===== config.mk =====
export PLATFORM = sky130hd
export DESIGN_NAME = sum_frame_accumulator
export DESIGN_NICKNAME = d
export VERILOG_FILES = /design/src/rtl/sum_acc_pkg.sv /design/src/rtl/acc_add_sat.sv /design/src/rtl/sum_frame_accumulator.sv
export SDC_FILE = /design/constraint.sdc
export NUM_CORES = 1
export LEC_CHECK = 0
export ABC_AREA = 1
export BUFFER_PORTS_ARGS = -buffer_cell sky130_fd_sc_hd__buf_2
export CORE_MARGIN = 10
export CORE_UTILIZATION = 60
export CTS_CLUSTER_SIZE = 28
export DETAILED_ROUTE_END_ITERATION = 10
export PLACE_DENSITY = 0.95
export SLEW_MARGIN = 10
export SYNTH_ARGS = -nofsm -noshare
export SYNTH_HDL_FRONTEND = slang
export SYNTH_SLANG_ARGS = --single-unit

===== constraint.sdc =====
create_clock -name clk -period 4.8 [get_ports clk]
set_input_delay 0.48 -clock clk [delete_from_list [all_inputs] [get_ports clk]]
set_output_delay 0.48 -clock clk [all_outputs]
set_load 0.05 [all_outputs]

===== src/rtl/sum_acc_pkg.sv =====
// Shared types, default widths and helpers for the adder-result frame accumulator.
// Optional feature macro: SUM_ACC_SATURATE_EN (saturating accumulation).
package sum_acc_pkg;

    localparam int IN_W_DEF  = 17;
    localparam int ACC_W_DEF = 24;
    localparam int CNT_W_DEF = 8;

    typedef enum logic [1:0] {
        IDLE  = 2'd0,
        ACCUM = 2'd1,
        HOLD  = 2'd2
    } state_t;

    // A programmed length of zero is treated as a single-beat frame.
    function automatic logic [CNT_W_DEF-1:0] eff_len(input logic [CNT_W_DEF-1:0] len);
        return (len == '0) ? CNT_W_DEF'(1) : len;
    endfunction

endpackage


===== src/rtl/acc_add_sat.sv =====
// Combinational ACC_W adder with carry-out; clamps to all-ones on overflow
// when SUM_ACC_SATURATE_EN is defined, otherwise wraps modulo 2^ACC_W.
module acc_add_sat
    import sum_acc_pkg::*;
#(
    parameter int ACC_W = ACC_W_DEF
) (
    input  logic [ACC_W-1:0] i_a,
    input  logic [ACC_W-1:0] i_b,
    output logic [ACC_W-1:0] o_sum,
    output logic             o_cout
);

    logic [ACC_W:0] w_full;

    assign w_full = {1'b0, i_a} + {1'b0, i_b};
    assign o_cout = w_full[ACC_W];

`ifdef SUM_ACC_SATURATE_EN
    assign o_sum = w_full[ACC_W] ? {ACC_W{1'b1}} : w_full[ACC_W-1:0];
`else
    assign o_sum = w_full[ACC_W-1:0];
`endif

endmodule


===== src/rtl/sum_frame_accumulator.sv =====
// Accumulates frames of 17-bit adder results and presents total/count/overflow
// on a valid/ready output. Optional macro: SUM_ACC_SATURATE_EN.
module sum_frame_accumulator
    import sum_acc_pkg::*;
#(
    parameter int IN_W  = IN_W_DEF,
    parameter int ACC_W = ACC_W_DEF,
    parameter int CNT_W = CNT_W_DEF
) (
    input  logic             clk,
    input  logic             rst_n,
    input  logic             clear,
    input  logic             in_valid,
    output logic             in_ready,
    input  logic [IN_W-1:0]  in_data,
    input  logic [CNT_W-1:0] frame_len,
    output logic             out_valid,
    input  logic             out_ready,
    output logic [ACC_W-1:0] out_acc,
    output logic [CNT_W-1:0] out_count,
    output logic             out_ovf,
    output logic [1:0]       o_dbg_state
);

    // Handshake: a beat moves when in_valid & in_ready in the same cycle; the
    // result moves when out_valid & out_ready. Outputs are held while stalled.

    state_t             r_state, w_state_nxt;
    logic [ACC_W-1:0]   r_acc, w_acc_nxt;
    logic [CNT_W-1:0]   r_count, w_count_nxt;
    logic [CNT_W-1:0]   r_len, w_len_nxt;
    logic               r_ovf, w_ovf_nxt;

    logic               w_in_xfer;
    logic               w_out_xfer;
    logic [ACC_W-1:0]   w_beat_ext;
    logic [ACC_W-1:0]   w_sum;
    logic               w_cout;
    logic [CNT_W-1:0]   w_count_inc;
    logic [CNT_W-1:0]   w_first_len;

    assign in_ready    = (r_state != HOLD);
    assign out_valid   = (r_state == HOLD);
    assign out_acc     = r_acc;
    assign out_count   = r_count;
    assign out_ovf     = r_ovf;
    assign o_dbg_state = r_state;

    assign w_in_xfer   = in_valid & in_ready;
    assign w_out_xfer  = out_valid & out_ready;
    assign w_beat_ext  = {{(ACC_W-IN_W){1'b0}}, in_data};
    assign w_count_inc = r_count + 1'b1;
    assign w_first_len = eff_len(frame_len);

    acc_add_sat #(.ACC_W(ACC_W)) u_add (
        .i_a    (r_acc),
        .i_b    (w_beat_ext),
        .o_sum  (w_sum),
        .o_cout (w_cout)
    );

    always_comb begin
        w_state_nxt = r_state;
        w_acc_nxt   = r_acc;
        w_count_nxt = r_count;
        w_len_nxt   = r_len;
        w_ovf_nxt   = r_ovf;
        if (clear) begin
            w_state_nxt = IDLE;
            w_acc_nxt   = '0;
            w_count_nxt = '0;
            w_ovf_nxt   = 1'b0;
        end else begin
            case (r_state)
                IDLE: begin
                    if (w_in_xfer) begin
                        w_len_nxt   = w_first_len;
                        w_acc_nxt   = w_beat_ext;
                        w_count_nxt = CNT_W'(1);
                        w_ovf_nxt   = 1'b0;
                        w_state_nxt = (w_first_len == CNT_W'(1)) ? HOLD : ACCUM;
                    end
                end
                ACCUM: begin
                    if (w_in_xfer) begin
                        w_acc_nxt   = w_sum;
                        w_count_nxt = w_count_inc;
                        w_ovf_nxt   = r_ovf | w_cout;
                        if (w_count_inc == r_len) begin
                            w_state_nxt = HOLD;
                        end
                    end
                end
                HOLD: begin
                    // Results stay visible after handoff until the next first beat.
                    if (w_out_xfer) begin
                        w_state_nxt = IDLE;
                    end
                end
                default: begin
                    w_state_nxt = IDLE;
                end
            endcase
        end
    end

    always_ff @(posedge clk or negedge rst_n) begin
        if (!rst_n) begin
            r_state <= IDLE;
            r_acc   <= '0;
            r_count <= '0;
            r_len   <= CNT_W'(1);
            r_ovf   <= 1'b0;
        end else begin
            r_state <= w_state_nxt;
            r_acc   <= w_acc_nxt;
            r_count <= w_count_nxt;
            r_len   <= w_len_nxt;
            r_ovf   <= w_ovf_nxt;
        end
    end

endmodule


==> impl_results.md <==
* Overflow after GRT at 0
* Post-Syn Area at 3390 sq um
* Synth Instances at 516
* Sink Count at 43
* Post-synth top area share at 0.310
* Worst hold path class: input port to asynchronous set/reset pin
* CTS Buf Count at 5
* Gr usage total at 0.214
* CP bufs+invs at 1
* Setup-failing EPs final at 0
* Post-CTS Hold Buffers at 0
* CP startpoint kind: flop
* Syn avg cell area at approximately 6.6 sq um
* Cell Rows at 27
* Post-synth cell types at 32
* Tightest Pin Transition at between 0.9 and 1 ns
* Peak VDD IR at between 0.00015 and 0.0002 V
* Max Buffers Root-to-Sink at 2
* Via density at ~5.6
* Number of synthesized flops with an enable pin at 0
* Total Wirelength at around 9600 um
* P_leak at around 2.0 nW
* Via count at approximately 3,700
* RSZ-0062 raised after global routing: false
* Synth area leader: dfrtp_1
* Clk slew on worst S/H paths at around 0.09 ns
* Vias in the first global route at 3,770
* Final Hold Viols at 0
* Critical path class: flop to flop
* Post-cts resize count at 0
* Initial DRT Pass Iterations at 5
* H-tree levels at 2
* I/O Buffers at 66
* Worst-Skew Late Latency at ~0.30 ns
* Synth Net Count at 565
* DR WL/cell at ~15 um
* Design Power at 0.00118 W
* CTS tree: built
* Final slew viol count at 0
* Number of antenna violations at the first check in global routing at 0
* Chip height at roughly 95 um
* Worst path cell trace: ha_1 -> inv_1 -> fa_1 -> nand3b_1 -> nand2_1 -> nand2_1 -> nand2_1 -> nand2_1 -> nand2_1 -> nand2_1 -> nand2_2 -> nand3_1 -> nand2_1 -> nor2_1
* Crit path DAT at about 2.5 ns
* Nets at around 630
* Critical path peak fanout at 4
* Setup TNS at 0 ns
* Max cap viols at 0
* Gpl congestion at 0.944
* Dpl hpwl at roughly 7500 um
* First-pass GRT wire length at 16,200 um
* Most frequent cells after synthesis: nand2_1 (157), nor2_1 (60), inv_1 (53), dfrtp_1 (42), nand3_1 (37)
* Synth Warn # at 0
* Die width at approximately 95 um
* #FFs+latches synth at 43
* Most frequent cell after synthesis: nand2_1
* Most common flop cell mapped by yosys: dfrtp_1
* CP dominant cell by count: nand2_1
* Crit end category: flop
* Tcrit/Tclk final at 0.477
* Share of layout cells above drive strength 1 at 0.187
* Root buffer cell: clkbuf_8
* Fin crit period at approximately 2.3 ns
* Reg2reg setup slack at roughly 2.5 ns
* I/O Pins at 67
* CP delay by family, top: simple AND/OR/NAND/NOR gates
* Ys async rst share at 1.00
* # DRC at 0
* Slowest stage delay, CP at around 0.42 ns
* Synth area leaders: dfrtp_1 (31%), nand2_1 (17%), ha_1 (6.6%)
* Antenna viol nets, final at 0
* Die area at about 9100 sq um
* Outcome: finished, final reports clean
* Max Clock Skew at 0.00780 ns
* Power Density at just over 300 nW/um^2
* Max Clk Rate at about 440 MHz
* Antenna Cells at 0
* Core area at about 5500 sq um
* Area Overhead vs Synth at 14.1%
* Critical Path RT at 4.99 ns
* 1st-iter DRT viols at 271
* Initial Util at 0.615
* Relative slew slack at 0.345
* Post-CTS Setup Bufs at 0
* Sequential area share after synthesis at 0.318
* Slowest CP cell: fa_1
* Largest net degree at the start of global routing at 44
per-stage QoR:
step	std cells	cell area (sq um)	util	setup slack [ns]	hold WS (ns)
6_report	656	3860	0.702	2.51	0.335
3_3_place_gp	648	3780	0.686	2.50	0.478
5_1_grt	656	3860	0.702	2.39	0.408
4_1_cts	656	3860	0.702	2.56	0.370
3_5_place_dp	648	3780	0.686	2.38	0.494
2_1_floorplan	516	3390	-	2.32	0.184
power breakdown:
group | total, W | switching (W) | internal [W]
clock | 0.000237 | 0.000135 | 0.000102
sequential | 0.000444 | 0.0000378 | 0.000406
combinational | 0.000497 | 0.000355 | 0.000142
cell families (layout without fill, tap and decap cells):
logic type                 Yosys count  count (layout)  share of synthesized area
AOI/OAI and AO/OA                   85              85                      0.134
xor gates and xnor gates             7               7                     0.0181
adders and majority gates           19              19                     0.0724
buffers and inverters               70             138                     0.0794
DFF                                 43              43                      0.318
and+or+nand+nor                    292             292                      0.378
cell usage in the layout (no fill, tap or decap), types with 5 or more instances in the layout:
cell,instances
nand2_1,157
buf_2,66
nor2_1,60
inv_1,53
dfrtp_1,42
nand3_1,37
a21oi_1,29
o21ai_0,23
o21ai_1,20
ha_1,18
inv_2,11
nand2_2,8
o22ai_1,7
xor2_1,6
nand3b_1,5
clkbuf_8,5
area by class of cell:
cell class                 instances  area (sq um)
tap                               72          90.1
multi-input combinational        403          2040
clock inverter                     2          12.5
inverter                          64           240
timing repair buffer              66           330
clock buffer                       6          72.6
sequential                        43          1080
fill                             474          1640
per-layer routing:
layer | routed length, um | part of all wire | track usage | vias up
met5 | 0 | 0 | 0 | -
met2 | 4740 | 0.49 | 0.373 | 158
li1 | - | - | - | 1813
met1 | 4070 | 0.42 | 0.252 | 1709
met4 | 216 | 0.022 | 0.0823 | 0
met3 | 608 | 0.063 | 0.0448 | 25
registers in the layout (all words and copies together), names as in the netlist:
register     count
out_acc         24
out_count        8
r_len            8
o_dbg_state      2
out_ovf          1
worst paths after layout:
path                                         start  cells past startpoint                      end
setup / recovery            out_acc[0]$_DFFE_PN0P_                     14  out_acc[18]$_DFFE_PN0P_
hold / removal                               rst_n                      1   out_acc[6]$_DFFE_PN0P_
setup reg to reg            out_acc[0]$_DFFE_PN0P_                     14  out_acc[18]$_DFFE_PN0P_
hold reg to reg            out_acc[16]$_DFFE_PN0P_                      2  out_acc[16]$_DFFE_PN0P_
max in group asynchronous                    rst_n                      1     r_len[1]$_DFFE_PN0P_
min in group clk                      frame_len[6]                      3     r_len[6]$_DFFE_PN0P_
worst register-to-register path: cells and delay by family (launching register included):
kind	cells	cell delay (ns)
simple gates	11	1.15
buf+inv	1	0.08
flops	1	0.38
fa+ha+maj	2	0.60
No activity file was read; power rests on OpenSTA's default activity.
